## src/rtl/mux64_bits.sv

```systemverilog
// rtl/mux64_bits.sv - registered two-source mux with byte/half/word/full sign or zero extension
module mux64_bits #(
    parameter int WIDTH = 64
) (
    input  logic             clk,
    input  logic             reset,
    input  logic [WIDTH-1:0] Data_RAM,
    input  logic [WIDTH-1:0] Data_CPU,
    input  logic             seleccion,
    input  logic             en,
    input  logic [1:0]       size,
    input  logic             sign_ext,
    output logic [WIDTH-1:0] Data_OutMux64,
    output logic             out_valid,
    output logic             out_src
);

    logic [WIDTH-1:0] sel_data;
    logic [WIDTH-1:0] fmt_data;
    logic             fill;

    logic [WIDTH-1:0] data_d, data_q;
    logic             valid_d, valid_q;
    logic             src_d, src_q;

    always_comb begin
        sel_data = seleccion ? Data_CPU : Data_RAM;
        fill     = 1'b0;
        fmt_data = sel_data;
        case (size)
            2'd0: begin
                fill     = sign_ext & sel_data[7];
                fmt_data = {{(WIDTH-8){fill}}, sel_data[7:0]};
            end
            2'd1: begin
                fill     = sign_ext & sel_data[15];
                fmt_data = {{(WIDTH-16){fill}}, sel_data[15:0]};
            end
            2'd2: begin
                fill     = sign_ext & sel_data[31];
                fmt_data = {{(WIDTH-32){fill}}, sel_data[31:0]};
            end
            default: fmt_data = sel_data;
        endcase
    end

    // Data and source hold when not enabled; valid is a one-cycle strobe per capture.
    always_comb begin
        data_d  = data_q;
        src_d   = src_q;
        valid_d = en;
        if (en) begin
            data_d = fmt_data;
            src_d  = seleccion;
        end
    end

    always_ff @(posedge clk or posedge reset) begin
        if (reset) begin
            data_q  <= '0;
            valid_q <= 1'b0;
            src_q   <= 1'b0;
        end else begin
            data_q  <= data_d;
            valid_q <= valid_d;
            src_q   <= src_d;
        end
    end

    assign Data_OutMux64 = data_q;
    assign out_valid     = valid_q;
    assign out_src       = src_q;

endmodule

```

## config.mk

```make
export PLATFORM = sky130hd
export DESIGN_NAME = mux64_bits
export DESIGN_NICKNAME = d
export VERILOG_FILES = /design/src/rtl/mux64_bits.sv
export SDC_FILE = /design/constraint.sdc
export NUM_CORES = 1
export LEC_CHECK = 0
export BUFFER_PORTS_ARGS = -buffer_cell sky130_fd_sc_hd__buf_2
export CAP_MARGIN = 0
export CORE_AREA = 2 2 98 100
export DETAILED_ROUTE_END_ITERATION = 7
export DIE_AREA = 0 0 100 102
export HOLD_SLACK_MARGIN = 0.06
export PLACE_DENSITY_LB_ADDON = 0.1
export SLEW_MARGIN = 20
export SYNTH_ARGS = -nofsm -noshare
export SYNTH_HDL_FRONTEND = slang
export SYNTH_SLANG_ARGS = --single-unit
```

## constraint.sdc

```tcl
create_clock -name clk -period 2.76 [get_ports clk]
set_input_delay 0.69 -clock clk [delete_from_list [all_inputs] [get_ports clk]]
set_output_delay 0.69 -clock clk [all_outputs]
set_load 0.005 [all_outputs]
```

Word level (Yosys, flattened, before mapping)
Cells that the tools add are included.
{"block": "classes", "eq_ne": 2, "muxes": 2, "bitwise_logic": 3, "n_reduce_logical": 1}
{"operator": "$pmux 64 s3", "count": 1}
{"operator": "$mux 64", "count": 1}
{"operator": "$and 1x1->1", "count": 3}
{"operator": "$eq 2x1->1 const B", "count": 1}
{"operator": "$eq 2x2->1 const B", "count": 1}
{"operator": "$logic_not 2->1", "count": 1}
{"block": "totals", "reg_bits": 66, "word_cells": 11}

Depth between registers and ports, before layout
{"block": "logic_depth", "depth_word": 3, "mapped_depth": 6, "ltp_nobuf": 3}

Least setup slack after synthesis
No wires, ideal clock.
{"block": "synth_path", "kind": "in2reg", "from": "input seleccion", "to": "register data_q[22], in the netlist Data_OutMux64[22]", "setup_ps": 141, "arrival_ps": 1727, "slack_ps": 892, "path_stages": 6, "n_path_buf": 3, "cell_sequence": "buf_6 -> mux2_4 -> a32oi_2 -> buf_4 -> buf_4 -> a31oi_1"}
{"block": "synth_via", "elab_chain_len": 3}
{"element": "start, declared", "line_no": "9", "rtl": "input logic seleccion,"}
{"element": "$mux 64 *", "line_no": "27", "rtl": "sel_data = seleccion ? Data_CPU : Data_RAM;"}
{"element": "$and 1x1->1, on equally long branches", "line_no": "36, 32"}
{"element": "$pmux 64 s3 *", "line_no": "30", "rtl": "case (size)"}
{"element": "end signal, assigned", "line_no": "64", "rtl": "data_q <= data_d;"}
{"element": "end, declared", "line_no": "22", "rtl": "logic [WIDTH-1:0] data_d, data_q;"}
Mark *: on every way between the ends. The rest lies on a longest branch, timed or not.
A chain may end at the register's enable or synchronous reset.

Final worst setup path
{"block": "layout_path", "from": "input seleccion", "to": "register data_q[33], in the netlist Data_OutMux64[33]"}
{"block": "layout_via", "elab_chain_len": 3}
{"element": "$mux 64 *", "line_no": "27"}
{"element": "$and 1x1->1, on equally long branches", "line_no": "40, 32, 36"}
{"element": "$pmux 64 s3 *", "line_no": "30"}
Marks and branches as above.

==> flow_summary_export.csv <==
group,metric,value,unit
layout,layout_common_cells,"199 x buf_2, 66 x dfrtp_1, 63 x nor2_1, 57 x mux2_2, 48 x nand2_1",
synthesis,yosysTopAreaCellShare,0.463,
route,viasPerCell,5.11,
layout,final_cells,657,
timing,rsz0062_at_grt,"no",
setup_path,arrival,1.94,ns
layout,final_cell_area,0.00485,mm^2
grt,met2_usage,0.315,
timing,fin_crit,1.77,ns
layout,nNetsFinal,676,
clock_network,cts_sinks,66,
synthesis,ys_warn_count,0,
setup_path,max_stage_delay,0.39,ns
setup_path,worst_setup_path_start_kind,"input pin",
clock_network,cts_resized,0,
grt,grt_use_met1,0.252,
grt,antenna_found_initial,0,
synthesis,ys_ff_latch,66,
synthesis,ys_top_cells_by_area,"dfrtp_1 46%, mux2_2 18%, a41oi_1 7.9%, nor2_1 6.6%, nand2_1 5.1%",
layout,drive_gt1_frac,0.524,
synthesis,synth.avg_cell_area,9.99,um^2
synthesis,ys_seq_area_frac,0.463,
clock_network,h-tree-depth,3,
timing,finalHoldWorstSlack,0.370,ns
setup_path,reg2reg_depth,1,
route,drtIter0Drc,138,
setup_path,crit_slowest_cell,"mux2_2",
power,seq_power_share,0.437,
clock_network,clkTransAtPathRegs,0.08,ns
placement,io_buffers,200,
timing,worst_pin_slew,0.599,ns
route,antenna_left,0,
setup_path,crit_fanout,48,
grt,grt.total_usage,0.191,
synthesis,syn-num-nets,492,
placement,dp.cells,641,
power,leakagePower,2.32,nW
clock_network,ctsHoldBuffers,0,
placement,gp_congestion,0.743,
route,vias,3355,
setup_path,cp_num_buf_inv,2,
power,combPwrFrac,0.216,
power,power.switching_fraction,0.270,
setup_path,crit_family,"buffers and inverters",
timing,relSlewSlack,0.601,
setup_path,crit_cells,5,
setup_path,end_kind,"register",
floorplanning,fp.dieW,100,um
power,power,2.61,mW
route,wirelength,9.76,mm
setup_path,critical_path_class,"input pin to register",
timing,fin_skew,0,ns
floorplanning,boundaryPins,201,
floorplanning,row_count,35,
grt,overflow,0,
clock_network,clkLatencyLatePin,0.34,ns
flow_run,drv_cap,0,
setup_path,cp_data_required_time,2.93,ns
synthesis,synth_cells,357,
grt,grt_pass1_vias,3187,
power,power.switching,0.702,mW
placement,dp_hpwl,6.84,mm
grt,use_met3,0.0431,
power,vdd_drop_max,302,uV
layout,synthToLayoutAreaGrowth,36.2,%
clock_network,clockRootBuffer,"clkbuf_8",
floorplanning,die_y,102,um
power,powerDensity,537,mW/mm^2
synthesis,ys_types,23,
placement,postPlaceCellArea,0.00463,mm^2
power,power_frac_clock,0.347,
route,dr.pass1.iters,5,
timing,fmax,564,MHz
floorplanning,die_area,0.0102,mm^2
layout,final_util,0.533,
clock_network,cts_setup_buffers,0,
timing,setup_viol_count_final,0,
layout,final_common_cell,"buf_2",
timing,finalSetupTns,0,ns
run_status,status,"finished clean",
power,p_int,1.90,mW
floorplanning,start_util,0.391,
timing,slew_viol_final,0,
placement,post-place-ws,0.635,ns
clock_network,cts_buffers,9,
min_path,hp-class,"input pin to asynchronous set/reset pin",
floorplanning,coreArea,0.00911,mm^2
synthesis,syn_area,0.00356,mm^2
timing,hold_viol_final,0,
timing,worst_slack,0.987,ns
grt,grt-busiest-layer,"met2",
clock_network,cts.path.max_buffers,2,
timing,finalCritPeriodShare,0.642,
setup_path,cp_cell_sequence,"buf_2, mux2_2, a32oi_4, buf_12, a41oi_1",
layout,diodes,0,
synthesis,synth_top_area_cell,"dfrtp_1",
route,drc,0,
clock_network,cts_tree,"done",
grt,grt_max_degree,62,
grt,grt_pass1_wl,15.5,mm
route,wl_per_cell,14.9,um
[worst paths after layout]
path,from,end,slack (ns)
hold / removal,reset,Data_OutMux64[50],0.37
hold reg to reg,Data_OutMux64[7],Data_OutMux64[7],0.52
setup / recovery,seleccion,Data_OutMux64[33],0.99
min in group clk,Data_OutMux64[7],Data_OutMux64[7],0.52
max in group asynchronous,reset,Data_OutMux64[16],1.64
setup reg to reg,out_src,out_src,2.01
[power groups by stage]
stage          sequential [mW]  clock, mW  combinational (mW)
4_1_cts                   1.14      0.919               0.571
3_3_place_gp              1.15          0               0.559
3_5_place_dp              1.16          0               0.570
5_1_grt                   1.15      0.965               0.630
2_1_floorplan             1.16          0               0.285
6_report                  1.14      0.905               0.562
[logic make-up (layout without fill, tap and decap cells)]
kind of cell,after synthesis,after routing,synth area share
AO/OA/AOI/OAI,72,72,0.149
buffers and inverters,37,226,0.0505
flip-flops,66,66,0.463
multiplexers,66,66,0.207
AND/OR/NAND/NOR,116,116,0.130
[cell type report]
cell class / instances / area (um^2)
sequential: 66 / 1650
timing repair buffer: 209 / 1100
fill: 873 / 4260
clock inverter: 5 / 77.6
tap: 111 / 139
multi-input combinational: 254 / 1740
clock buffer: 11 / 141
inverter: 1 / 3.75
[cells in the mapped netlist (all sizes together)]
cell type,count
a21oi,15
a22oi,8
a31oi,16
a32oi,1
a41oi,32
and2,1
buf,20
clkbuf,16
dfrtp,66
inv,1
mux2,59
mux2i,7
nand2,48
nand4b,1
nor2,63
nor2b,1
nor3b,1
or2,1
[layer usage]
metal  up-vias  part of all wire  wire length, um
li1       1641                 -                -
met1      1575              0.44             4270
met3         8             0.061              595
met5         -                 0                0
met4         0             0.012              119
met2       131              0.49             4780
[state kept, by name (all words and copies together), names as in the netlist]
| name | cells |
|---|---|
| out_src | 1 |
| out_valid | 1 |
| Data_OutMux64 | 64 |
(Power assumes the default switching activity.)
